[config.mk]
export PLATFORM = sky130hd
export DESIGN_NAME = tlb_plru_alloc
export DESIGN_NICKNAME = d
export VERILOG_FILES = /design/src/rtl/tlb_plru_alloc.sv
export SDC_FILE = /design/constraint.sdc
export NUM_CORES = 1
export LEC_CHECK = 0
export ABC_CLOCK_PERIOD_IN_PS = 6100
export CAP_MARGIN = 15
export CELL_PAD_IN_SITES_DETAIL_PLACEMENT = 1
export CELL_PAD_IN_SITES_GLOBAL_PLACEMENT = 1
export CORE_UTILIZATION = 36
export DETAILED_ROUTE_END_ITERATION = 8
export GPL_ROUTABILITY_DRIVEN = 0
export GPL_TIMING_DRIVEN = 0
export PLACE_DENSITY_LB_ADDON = 0.1
export SLEW_MARGIN = 10
export SYNTH_ARGS = -nofsm -noshare
export SYNTH_HDL_FRONTEND = slang
export SYNTH_SLANG_ARGS = --single-unit
[constraint.sdc]
create_clock -name clk_i -period 6.1 [get_ports clk_i]
set_input_delay 1.22 -clock clk_i [delete_from_list [all_inputs] [get_ports clk_i]]
set_output_delay 1.22 -clock clk_i [all_outputs]
set_load 0.05 [all_outputs]
[src/rtl/tlb_plru_alloc.sv]
// Tree pseudo-LRU victim allocator for a TLB: multi-port hit touches, an
// invalid-first / tree-walk / unlocked-fallback victim choice, and an IDLE/GRANT refill handshake.

module tlb_plru_hit_dec #(
    parameter  int ENTRIES = 32,
    localparam int IDXW    = $clog2(ENTRIES)
) (
    input  logic               vld,
    input  logic [ENTRIES-1:0] vec,
    output logic               hit,
    output logic [IDXW-1:0]    idx
);
    // OR-encode is exact only for one-hot input; hit gates off the other cases
    always_comb begin
        idx = '0;
        for (int i = 0; i < ENTRIES; i++)
            if (vec[i]) idx = idx | IDXW'(i);
    end

    assign hit = vld && (vec != '0) && ((vec & (vec - ENTRIES'(1))) == '0);
endmodule

module tlb_plru_alloc #(
    parameter  int ENTRIES   = 32,
    parameter  int HIT_PORTS = 2,
    localparam int IDXW      = $clog2(ENTRIES)
) (
    input  logic                         clk_i,
    input  logic                         rstn_i,
    input  logic                         flush_i,
    input  logic [ENTRIES-1:0]           entry_valid_i,
    input  logic [ENTRIES-1:0]           lock_i,
    input  logic [HIT_PORTS-1:0]         hit_vld_i,
    input  logic [HIT_PORTS*ENTRIES-1:0] hit_onehot_i,
    input  logic                         alloc_req_i,
    input  logic                         refill_done_i,
    output logic                         victim_vld_o,
    output logic [IDXW-1:0]              victim_idx_o,
    output logic [ENTRIES-1:0]           victim_onehot_o,
    output logic                         no_victim_o
);
    typedef enum logic {IDLE, GRANT} state_t;

    state_t                          state;
    logic [ENTRIES-2:0]              tree, tree_nxt;
    logic [HIT_PORTS-1:0]            hit;
    logic [HIT_PORTS-1:0][IDXW-1:0]  hit_idx;
    logic [IDXW-1:0]                 walk_idx, sel_idx;
    logic [ENTRIES-1:0]              free, unlocked;
    logic                            any_unlocked;

    for (genvar p = 0; p < HIT_PORTS; p++) begin : g_port
        tlb_plru_hit_dec #(.ENTRIES(ENTRIES)) u_dec (
            .vld (hit_vld_i[p]),
            .vec (hit_onehot_i[p*ENTRIES +: ENTRIES]),
            .hit (hit[p]),
            .idx (hit_idx[p])
        );
    end

    // Heap-indexed walk: node k's children are 2k+1 / 2k+2; each node on e's path points away from e
    function automatic logic [ENTRIES-2:0] touch(input logic [ENTRIES-2:0] t, input logic [IDXW-1:0] e);
        logic [ENTRIES-2:0] r;
        int k;
        r = t;
        k = 0;
        for (int l = 0; l < IDXW; l++) begin
            r[k] = ~e[IDXW-1-l];
            k    = 2*k + 1 + int'(e[IDXW-1-l]);
        end
        return r;
    endfunction

    function automatic logic [IDXW-1:0] lowest(input logic [ENTRIES-1:0] m);
        logic [IDXW-1:0] r;
        r = '0;
        for (int i = ENTRIES-1; i >= 0; i--)
            if (m[i]) r = IDXW'(i);
        return r;
    endfunction

    always_comb begin
        int k;
        k        = 0;
        walk_idx = '0;
        for (int l = 0; l < IDXW; l++) begin
            walk_idx[IDXW-1-l] = tree[k];
            k                  = 2*k + 1 + int'(tree[k]);
        end
    end

    assign free         = ~entry_valid_i & ~lock_i;
    assign unlocked     = ~lock_i;
    assign any_unlocked = |unlocked;

    always_comb begin
        if (|free)                 sel_idx = lowest(free);
        else if (!lock_i[walk_idx]) sel_idx = walk_idx;
        else                       sel_idx = lowest(unlocked);
    end

    // Later updates overwrite earlier ones on shared nodes: ports in order, refill last
    always_comb begin
        tree_nxt = tree;
        for (int p = 0; p < HIT_PORTS; p++)
            if (hit[p]) tree_nxt = touch(tree_nxt, hit_idx[p]);
        if (state == GRANT && refill_done_i)
            tree_nxt = touch(tree_nxt, victim_idx_o);
    end

    always_ff @(posedge clk_i or negedge rstn_i) begin
        if (!rstn_i) begin
            state           <= IDLE;
            tree            <= '0;
            victim_vld_o    <= 1'b0;
            victim_idx_o    <= '0;
            victim_onehot_o <= '0;
            no_victim_o     <= 1'b0;
        end else begin
            no_victim_o <= 1'b0;
            if (flush_i) begin
                state           <= IDLE;
                tree            <= '0;
                victim_vld_o    <= 1'b0;
                victim_idx_o    <= '0;
                victim_onehot_o <= '0;
            end else begin
                tree <= tree_nxt;
                case (state)
                    IDLE: begin
                        if (alloc_req_i) begin
                            if (any_unlocked) begin
                                state           <= GRANT;
                                victim_vld_o    <= 1'b1;
                                victim_idx_o    <= sel_idx;
                                victim_onehot_o <= ENTRIES'(1) << sel_idx;
                            end else begin
                                no_victim_o <= 1'b1;
                            end
                        end
                    end
                    GRANT: begin
                        if (refill_done_i) begin
                            state           <= IDLE;
                            victim_vld_o    <= 1'b0;
                            victim_idx_o    <= '0;
                            victim_onehot_o <= '0;
                        end
                    end
                    default: state <= IDLE;
                endcase
            end
        end
    end
endmodule

==> results of run 1 <==
## logic make-up (layout without fill, tap and decap cells)
kind of cell | count (synthesis) | after routing | share of synthesized area
buffers and inverters | 126 | 362 | 0.0473
AOI/OAI and AO/OA | 521 | 522 | 0.325
DFF | 70 | 70 | 0.162
xor gates and xnor gates | 24 | 24 | 0.0194
adders and majority gates | 41 | 41 | 0.0465
muxes | 109 | 109 | 0.112
and+or+nand+nor | 651 | 652 | 0.288
## stage by stage
step	cells	cell area [µm²]	total power, mW	hold WS [ns]
6_report	2170	14300	1.99	0.482
5_1_grt	2170	14300	2.07	0.501
4_1_cts	2149	13900	1.89	0.487
3_5_place_dp	2107	13100	1.25	0.474
3_3_place_gp	2104	13000	1.23	0.470
2_1_floorplan	1542	10800	0.958	0.615
## cell type report
class | count | share of cell area
Sequential cell | 70 | 0.123
Buffer | 84 | 0.0296
Inverter | 36 | 0.00963
Timing Repair Buffer | 226 | 0.150
Multi-Input combinational cell | 1348 | 0.634
Clock buffer | 12 | 0.0179
Tap cell | 390 | 0.0341
Clock inverter | 4 | 0.00219
## final timing paths
| check | cells past startpoint | to |
|---|---|---|
| max reg2reg | 29 | victim_onehot_o[13] |
| min in group asynchronous | 1 | victim_onehot_o[5] |
| min | 2 | victim_onehot_o[21] |
| max | 29 | victim_onehot_o[13] |
| max in group asynchronous | 2 | tree[4] |
| min reg2reg | 2 | victim_onehot_o[21] |
## registers in the layout (all words and copies together), names as in the netlist
name	count
victim_onehot_o	32
state	1
victim_idx_o	5
tree	31
no_victim_o	1
## metal layers
metal / up-vias / global-route usage
li1: 6302 / -
met1: 6731 / 0.417
met2: 485 / 0.501
met3: 94 / 0.0407
met4: 0 / 0.106
met5: - / 0
## where the power goes
part / total (mW) / switching [mW] / leakage [nW] / internal, mW
registers: 0.487 / 0.0145 / 0.969 / 0.473
logic: 1.00 / 0.557 / 4.00 / 0.443
clock network: 0.498 / 0.199 / 0.143 / 0.299
## layout by cell type, fill, tap and decap left out, types with 40 or more instances in the layout
cell type                           n
sky130_fd_sc_hd__nand2_1          196
sky130_fd_sc_hd__nor2_1           178
sky130_fd_sc_hd__clkdlybuf4s50_1  171
sky130_fd_sc_hd__a21oi_1          104
sky130_fd_sc_hd__o21ai_0           88
sky130_fd_sc_hd__mux2i_1           75
sky130_fd_sc_hd__dfrtp_1           68
sky130_fd_sc_hd__clkbuf_1          63
sky130_fd_sc_hd__nor3_1            54
sky130_fd_sc_hd__buf_4             52
sky130_fd_sc_hd__o22ai_1           49
sky130_fd_sc_hd__a22oi_1           43
sky130_fd_sc_hd__nand3_1           40
## worst max-delay path, delay by kind of cell (launching register included)
| family | cells | cell delay, ns |
|---|---|---|
| multiplexers | 2 | 0.84 |
| buffers and inverters | 11 | 1.58 |
| AND/OR/NAND/NOR | 5 | 0.82 |
| adder cells (fa/ha/maj) | 2 | 0.35 |
| XOR/XNOR | 1 | 0.21 |
| flip-flops | 1 | 0.43 |
| AO/OA/AOI/OAI | 8 | 1.70 |
## timing repair
item,in CTS,in global routing
endpoints found under the setup margin,63,61
cloned,1,2
gates resized for setup,65,56
buffers inserted,26,23
pin swaps,18,28
==> flow_metrics.env, run 1 <==
export IMPL_timing_critical_path_arrival_ns=6.26
export IMPL_irDropWorstVdd_mv=0.109
export IMPL_postCtsHoldBufs=0
export IMPL_post_place_ws_ns=-1.40
export IMPL_timing_critical_path_from_type="register"
export IMPL_synth_cell_types=87
export IMPL_worst_setup_slack_for_register_to_register_paths_ns=0.10
export IMPL_async_reset_ff_frac=1.00
export IMPL_post_synth_most_frequent_cells="sky130_fd_sc_hd__nand2_1 (196), sky130_fd_sc_hd__nor2_1 (183), sky130_fd_sc_hd__a21oi_1 (106)"
export IMPL_synthToLayoutAreaGrowth_pct=32.3
export IMPL_grt_max_degree=37
export IMPL_wl_met1_um=21700
export IMPL_rows=63
export IMPL_synth_sequential_area_ratio=0.162
export IMPL_detailed_routing_iterations_pass_1=5
export IMPL_worst_path_max_delay_cell="sky130_fd_sc_hd__mux4_2"
export IMPL_first_pass_grt_wire_length_um=74900
export IMPL_leakage_nw=5.12
export IMPL_finalSetupViolations=0
export IMPL_dieHeight_um=175
export IMPL_viasPerCell=6.27
export IMPL_synth_ff_type="sky130_fd_sc_hd__dfrtp_1"
export IMPL_final_util=0.484
export IMPL_final_layout_size_suffix_gt1_frac=0.122
export IMPL_mean_syn_cell_area_um2=7.01
export IMPL_met2WireLength_um=23000
export IMPL_critPathCaptureType="register"
export IMPL_die_outline_area_um2=30700
export IMPL_globalRouteOverflowTotal=0
export IMPL_hold_path_class="reg -> reg"
export IMPL_power_density_cell_area_nw_per_um2=139
export IMPL_multi_input_area_um2=9060
export IMPL_yosysMostFrequentCell="sky130_fd_sc_hd__nand2_1"
export IMPL_synth_top_cell_area_share=0.162
export IMPL_clk_transition_reported_paths_ns=0.06
export IMPL_detail_route_drc_violations=0
export IMPL_detailedRoute_firstIterationViolations=1008
export IMPL_fillCellCount=3764
export IMPL_final_nets=1947
export IMPL_met3RoutedLength_um=3020
export IMPL_post_route_period_util=0.984
export IMPL_worst_clock_skew_ns=0.0112
export IMPL_hold_viol_final=0
export IMPL_detail_route_antenna_nets=0
export IMPL_detail_route_wl_per_cell_um=22.7
export IMPL_reg2reg_from="tree[0]"
export IMPL_detailedPlacementHpwl_um=37300
export IMPL_critPathMaxFanout=10
export IMPL_outcome="complete, no violations"
export IMPL_synth_fp_nets=1714
export IMPL_htree_levels=3
export IMPL_regArea_um2=1750
export IMPL_setup_worst_path_class="reg -> reg"
export IMPL_tritoncts_buffers=9
export IMPL_grt_pass1_vias=13362
export IMPL_fin_crit_ns=6.00
export IMPL_yosysWarningCount=0
export IMPL_postSynthRegisterBits=70
export IMPL_final_report_max_slew_violation_count=0
export IMPL_clock_tree_buffer_depth=2
export IMPL_route_vias_total=13612
export IMPL_synth_edff_count=0
export IMPL_path_common_cell="sky130_fd_sc_hd__buf_4"
export IMPL_hold_path_startpoint="victim_onehot_o[21]"
export IMPL_cts_root_buffer_type="sky130_fd_sc_hd__clkbuf_16"
export IMPL_cts_tree="done"
export IMPL_setup_tns_ns=0
export IMPL_numPortBuffers=172
export IMPL_clock_fmax_mhz=167
export IMPL_yosys_top_cells_area="sky130_fd_sc_hd__dfrtp_1 (16%), sky130_fd_sc_hd__mux2i_1 (7.2%), sky130_fd_sc_hd__nand2_1 (6.8%), sky130_fd_sc_hd__nor2_1 (6.4%), sky130_fd_sc_hd__a21oi_1 (4.9%)"
export IMPL_synthDominantAreaCellType="sky130_fd_sc_hd__dfrtp_1"
export IMPL_io_pins=174
export IMPL_startpoint="tree[0]"
export IMPL_grt_usage=0.308
export IMPL_start_util=0.366
export IMPL_slew_worst_pin_ns=1.10
export IMPL_cap_viol_max_count=0
export IMPL_mappedNetlistArea_um2=10800
export IMPL_number_of_sinks_handled_by_clock_tree_synthesis=70
export IMPL_clock_insertion_delay_worst_skew_ns=0.34
export IMPL_antenna_cells=0
export IMPL_routed_wire_length_um=49300
export IMPL_post_route_worst_setup_slack_ns=0.100
export IMPL_grt_antenna_before_repair=1
export IMPL_critical_path_max_stage_delay_ns=0.51
export IMPL_postSynthCellCount=1542
export IMPL_required_ns=6.36
export IMPL_core_um2=29600
export IMPL_die_x_um=175
export IMPL_max_used_layer="met4"
export IMPL_max_slew_margin_rel=0.258
Power figures use the tool's default switching activity.
==> run 2: changes to the inputs <==
Settings changed: ABC_CLOCK_PERIOD_IN_PS 6100 to default.
==> results of run 2 <==
The final DEF is identical to that of run 1; final timing and power are the same.
==> run 3: changes to the inputs <==
--- a/config.mk
+++ b/config.mk
@@ -10,4 +10,5 @@
 export CELL_PAD_IN_SITES_GLOBAL_PLACEMENT = 1
-export CORE_UTILIZATION = 36
+export CORE_UTILIZATION = 43
 export DETAILED_ROUTE_END_ITERATION = 8
+export DONT_BUFFER_PORTS = 1
 export GPL_ROUTABILITY_DRIVEN = 0
--- a/constraint.sdc
+++ b/constraint.sdc
@@ -3,2 +3,2 @@
 set_output_delay 1.22 -clock clk_i [all_outputs]
-set_load 0.05 [all_outputs]
+set_load 0.005 [all_outputs]
==> run 3 against run 2 <==
Compared with the run above:
- critical path depth down 4
- global-route usage up 4.2 points
- sequential power about the same
- sequential share of layout area rose by 1.9 points
- flip-flop and latch count did not move
- power fell by 2.8%
- utilization increased by 2.3 points
- first-iteration DRC count up 27%
- non-clock buffer count fell by 180
- combinational power down 14%
- die area decreased by 16%
==> flow_metrics.env, run 3 (synthesis results as in run 1) <==
export IMPL_outcome="complete, no violations"
export IMPL_cts_tree="done"
export IMPL_timing_critical_path_arrival_ns=6.18
export IMPL_critPathMaxFanout=10
export IMPL_dieHeight_um=161
export IMPL_detail_route_wl_per_cell_um=24.4
export IMPL_most_common_cell_after_layout_fill_and_taps_aside="sky130_fd_sc_hd__nand2_1"
export IMPL_io_pins=174
export IMPL_worst_hold_slack_ns=0.516
export IMPL_layout_cell_area_non_filler_um2=12400
export IMPL_detail_route_drc_violations=0
export IMPL_biggestRegsByFlops="victim_onehot_o: 32 flops, tree: 31 flops, victim_idx_o: 5 flops"
export IMPL_pwr_share_seq=0.253
export IMPL_power_density_cell_area_nw_per_um2=156
export IMPL_rows=57
export IMPL_antenna_cells=0
export IMPL_max_slew_margin_rel=0.161
export IMPL_globalRouteOverflowTotal=0
export IMPL_final_report_max_slew_violation_count=0
export IMPL_detailedPlacementHpwl_um=34800
export IMPL_critical_path_max_stage_delay_ns=0.57
export IMPL_grt_max_degree=71
export IMPL_detailedRoute_firstIterationViolations=1278
export IMPL_rsz0062_at_grt="true"
export IMPL_die_outline_area_um2=25800
export IMPL_irDropWorstVdd_mv=0.155
export IMPL_core_um2=24500
export IMPL_final_layout_size_suffix_gt1_frac=0.124
export IMPL_cap_viol_max_count=0
export IMPL_cts_root_buffer_type="sky130_fd_sc_hd__clkbuf_16"
export IMPL_timing_critical_path_from_type="register"
export IMPL_comb_pwr_share=0.445
export IMPL_viasPerCell=6.85
export IMPL_power_share_switching=0.371
export IMPL_required_ns=6.36
export IMPL_postCtsHoldBufs=0
export IMPL_finish_cell_count_without_fillers=1923
export IMPL_leakage_nw=4.37
export IMPL_fin_crit_ns=5.92
export IMPL_routed_wire_length_um=47000
export IMPL_worst_clock_skew_ns=0.00656
export IMPL_slew_worst_pin_ns=1.25
export IMPL_post_route_period_util=0.970
export IMPL_hold_path_class="reg -> reg"
export IMPL_netSwitchingPower_mw=0.716
export IMPL_worst_path_max_delay_cell="sky130_fd_sc_hd__dfrtp_1"
export IMPL_post_dp_cell_area_um2=11300
export IMPL_finalSetupViolations=0
export IMPL_clock_insertion_delay_worst_skew_ns=0.34
export IMPL_numPortBuffers=0
export IMPL_critical_path_buf_inv_count=5
export IMPL_die_x_um=161
export IMPL_number_of_sinks_handled_by_clock_tree_synthesis=70
export IMPL_p_clk_frac=0.302
export IMPL_synthToLayoutAreaGrowth_pct=14.6
export IMPL_critPathTopFamily="compound AO/OA/AOI/OAI gates"
export IMPL_clk_transition_reported_paths_ns=0.06
export IMPL_biggest_register="victim_onehot_o"
export IMPL_grt_pass1_vias=12885
export IMPL_final_util=0.506
export IMPL_tritoncts_buffers=9
export IMPL_layout_common_cells="sky130_fd_sc_hd__nand2_1 (196), sky130_fd_sc_hd__nor2_1 (179), sky130_fd_sc_hd__a21oi_1 (102)"
export IMPL_numPlacedInstances=1867
export IMPL_detailed_routing_iterations_pass_1=5
export IMPL_clock_tree_buffer_depth=2
export IMPL_path_common_cell="sky130_fd_sc_hd__mux2i_4"
export IMPL_grt_antenna_before_repair=0
export IMPL_setup_worst_path_class="reg -> reg"
export IMPL_power_report_internal_total_mw=1.21
export IMPL_route_vias_total=13179
export IMPL_critPathCaptureType="register"
export IMPL_hold_viol_final=0
export IMPL_detail_route_antenna_nets=0
export IMPL_first_pass_grt_wire_length_um=72200
export IMPL_final_nets=1766
export IMPL_number_of_flip_flops_in_the_largest_register=32
export IMPL_grt_usage=0.350
export IMPL_fillCellCount=3128
export IMPL_start_util=0.442
export IMPL_clock_fmax_mhz=169
export IMPL_htree_levels=3
run 3: cell types whose count changed in the layout (fill, tap and decap cells not counted), sizes merged:
cell / delta
buf: -12
clkbuf: +2
nor2: -1
clkinvlp: +2
clkdlybuf4s50: -171
clkinv: -2
inv: -1
bufinv: +2
run 3: worst paths after layout:
| path | from | to | slack (ns) | cells past startpoint |
|---|---|---|---|---|
| worst max-delay path | tree[6] | victim_onehot_o[26] | 0.18 | 25 |
| worst min-delay path | victim_onehot_o[9] | victim_onehot_o[9] | 0.52 | 2 |
| worst max register to register | tree[6] | victim_onehot_o[26] | 0.18 | 25 |
| worst min register to register | victim_onehot_o[9] | victim_onehot_o[9] | 0.52 | 2 |
| max in group asynchronous | rstn_i | tree[3] | 5.41 | 0 |
| min in group asynchronous | rstn_i | victim_onehot_o[1] | 0.57 | 0 |
run 3: layout make-up:
class	instances	area, µm²	share of cell area
flip-flops and latches	70	1760	0.142
inverters	36	141	0.0114
multi-input cells	1347	9010	0.727
well taps	324	405	0.0327
repair buffers	40	309	0.0250
clock inverters	5	81.3	0.00657
clock buffers	11	253	0.0204
plain buffers	90	433	0.0350
run 3: layer usage:
layer / vias up / share of wire / global-route usage
li1: 5958 / - / -
met1: 6452 / 0.43 / 0.477
met2: 636 / 0.45 / 0.555
met3: 133 / 0.078 / 0.0460
met4: 0 / 0.041 / 0.145
met5: - / 0 / 0
run 3: timing repair:
item	in CTS	in global routing
setup buffers	22	16
gates resized for setup	51	61
pin swaps	24	35
gates cloned	1	1
endpoints found under the setup margin	40	42
run 3: worst min-delay path: stages (launching register included):
cell	delay [ns]
sky130_fd_sc_hd__dfrtp_1	0.36
sky130_fd_sc_hd__nand2_1	0.06
sky130_fd_sc_hd__o21ai_1	0.06
run 3: through the flow:
step | setup WS, ns | total power [mW] | setup TNS (ns)
after floorplan | 0.00951 | 0.945 | 0
after global routing | -0.0941 | 2.00 | -1.05
final | 0.181 | 1.93 | 0
after global placement | -1.01 | 1.07 | -56.04
after CTS | 0.00707 | 1.80 | 0
after detailed placement | -1.13 | 1.09 | -38.93
run 3: power groups by stage:
stage	combinational, mW	sequential [mW]	clock, mW
2_1_floorplan	0.457	0.488	0
3_3_place_gp	0.578	0.495	0
3_5_place_dp	0.589	0.496	0
4_1_cts	0.723	0.488	0.587
5_1_grt	0.906	0.488	0.602
6_report	0.858	0.488	0.583
==> RTL change: new RTL, settings of run 2 <==
Change the parameter `HIT_PORTS` from 2 to 1.
--- a/src/rtl/tlb_plru_alloc.sv
+++ b/src/rtl/tlb_plru_alloc.sv
@@ -22,7 +22,7 @@
 
 module tlb_plru_alloc #(
     parameter  int ENTRIES   = 32,
-    parameter  int HIT_PORTS = 2,
+    parameter  int HIT_PORTS = 1,
     localparam int IDXW      = $clog2(ENTRIES)
 ) (
     input  logic                         clk_i,
Ports: changed (resized hit_onehot_i and hit_vld_i); port bits go from 174 to 141. The function was not compared with the original's and may differ.
==> RTL change against run 2 <==
- the run now ends with negative setup slack left
- hold slack got worse by 0.0040 ns
- sequential cell count unchanged
- worst setup slack got worse by 0.49 ns
- synthesized area decreased by 21%
- first-iteration DRC count decreased by 21%
- final cell count decreased by 21%
- routed wire length decreased by 22%
- global-route usage decreased by 0.96 points
- cell area decreased by 16%
- clock power increased by 10%
- total power increased by 26%
- critical path depth decreased by 1
- critical endpoint is now victim_onehot_o[10]
- largest power group unchanged
- highest routed layer unchanged
==> RTL change: results (changes against run 2) <==
| Metric | Value |
|---|---|
| Status | complete, but fails checks (was finished, final reports clean) |
| Failing checks | negative setup slack |
| Gr usage total | 29.82% (was 30.78%) |
| Vias/cell | 5.972 (was 6.273) |
| Pre-CTS setup slack | -1.196 ns (was -1.404 ns) |
| VDD IR-drop max | 0.0001718 V (was 0.0001094 V) |
| Post-CTS Repair Setup Buffers | 40 (was 26) |
| Compound-Gate Fraction of Synth Area | 28.28% (was 32.48%) |
| Routed length per instance | 22.25 um (was 22.72 um) |
| Critical path fanouts, max | 7 (was 10) |
| Setup ws final | -0.3903 ns (was 0.1005 ns) |
| DRT Pass-1 Iters | 5 (unchanged) |
| First-pass GRT wire length | 57190 um (was 74870 um) |
| Leakage | 4.666 nW (was 5.115 nW) |
| Vias in the first global route | 10280 (was 13360) |
| Multiplexer share of the synthesized area | 13.16% (was 11.18%) |
| Top post-synthesis cells by count | nand2_1 (180), nor2_1 (145), a21oi_1 (89), o21ai_0 (83), mux2i_1 (80) (was nand2_1 (196), nor2_1 (183), a21oi_1 (106), o21ai_0 (93), mux2i_1 (78)) |
| Post-DP HPWL | 26970 um (was 37280 um) |
| Post-Synth XOR/XNOR Area | 1.702% (was 1.945%) |
| Sequential cell area fraction in the yosys report | 20.54% (was 16.21%) |
| CP max stage delay | 0.53 ns (was 0.51 ns) |
| DR iter-0 viols | 800 (was 1008) |
| Synth Area in Adders | 3.522% (was 4.653%) |
| Final nets | 1532 (was 1947) |
| Clock Skew | 0.01283 ns (was 0.01120 ns) |
| Avg Inst Size Synth | 7.165 um2 (was 7.010 um2) |
| R2r worst-path depth | 28 (was 29) |
| WHS | 0.4776 ns (was 0.4816 ns) |
| Placed Area | 0.01047 mm2 (was 0.01309 mm2) |
| PortBufs | 138 (was 172) |
| Data arrival, critical path | 6.73 ns (was 6.26 ns) |
| Switching power | 1.094 mW (was 0.7703 mW) |
| Met2 Usage GRT | 50.04% (was 50.10%) |
| Layout cells sized above 1 | 16.51% (was 12.25%) |
| Met3 Use GR | 2.583% (was 4.069%) |
| Initial antenna violation count | 0 (was 1) |
| Finished Layout Cells | 1724 (was 2170) |
| Number of distinct library cells after synthesis | 84 (was 87) |
| Met3 Wirelength | 1847 um (was 3021 um) |
| Total negative slack | -9.745 ns (was 0 ns) |
| Synth Net Count | 1316 (was 1714) |
| Slowest CP cell | or4b_4 (was mux4_2) |
| Slew @ Worst Pin | 1.223 ns (was 1.104 ns) |
| Grt met1 use | 40.09% (was 41.69%) |
| Final setup viols | 36 (was 0) |
| Placed cell count | 1643 (was 2107) |
-- RTL change: changes by cell type after synthesis, moves of 13 or more --
cell / run 2 / this run
nor2_1: 183 / 145
ha_1: 37 / 24
mux2_2: 24 / 10
clkbuf_1: 75 / 52
a21oi_1: 106 / 89
nand2_1: 196 / 180
a22o_1: 36 / 9
o22ai_1: 54 / 22
a22oi_1: 43 / 7
-- RTL change: final timing paths --
check,start,end
min in group asynchronous,rstn_i,tree[27]
worst min-delay path,victim_onehot_o[5],victim_onehot_o[5]
max in group asynchronous,rstn_i,tree[5]
worst min register to register,victim_onehot_o[5],victim_onehot_o[5]
worst max-delay path,tree[1],victim_onehot_o[10]
worst max register to register,tree[1],victim_onehot_o[10]
-- RTL change: layout make-up --
class	count	area, um2
fillers	2817	10910
multi-input cells	1025	7101
repair buffers	209	2041
flip-flops and latches	70	1754
well taps	313	391.6
plain buffers	60	291.5
clock buffers	10	239.0
inverters	31	122.6
clock inverters	6	68.82
-- RTL change: logic make-up (layout without fill, tap and decap cells) --
| logic type | Yosys count | in the layout |
|---|---|---|
| XOR/XNOR | 15 | 15 |
| adder cells (fa/ha/maj) | 24 | 24 |
| AO/OA/AOI/OAI | 363 | 364 |
| buffers and inverters | 96 | 316 |
| AND/OR/NAND/NOR | 522 | 522 |
| flip-flops | 70 | 70 |
| multiplexers | 100 | 100 |
-- RTL change: power by group through the flow --
stage / Sequential [mW] / Combinational, mW / Clock (mW)
after global routing: 0.502 / 1.55 / 0.569
after global placement: 0.508 / 1.02 / 0
after detailed placement: 0.507 / 1.04 / 0
after CTS: 0.500 / 1.22 / 0.546
after floorplan: 0.526 / 0.671 / 0
final: 0.502 / 1.46 / 0.548
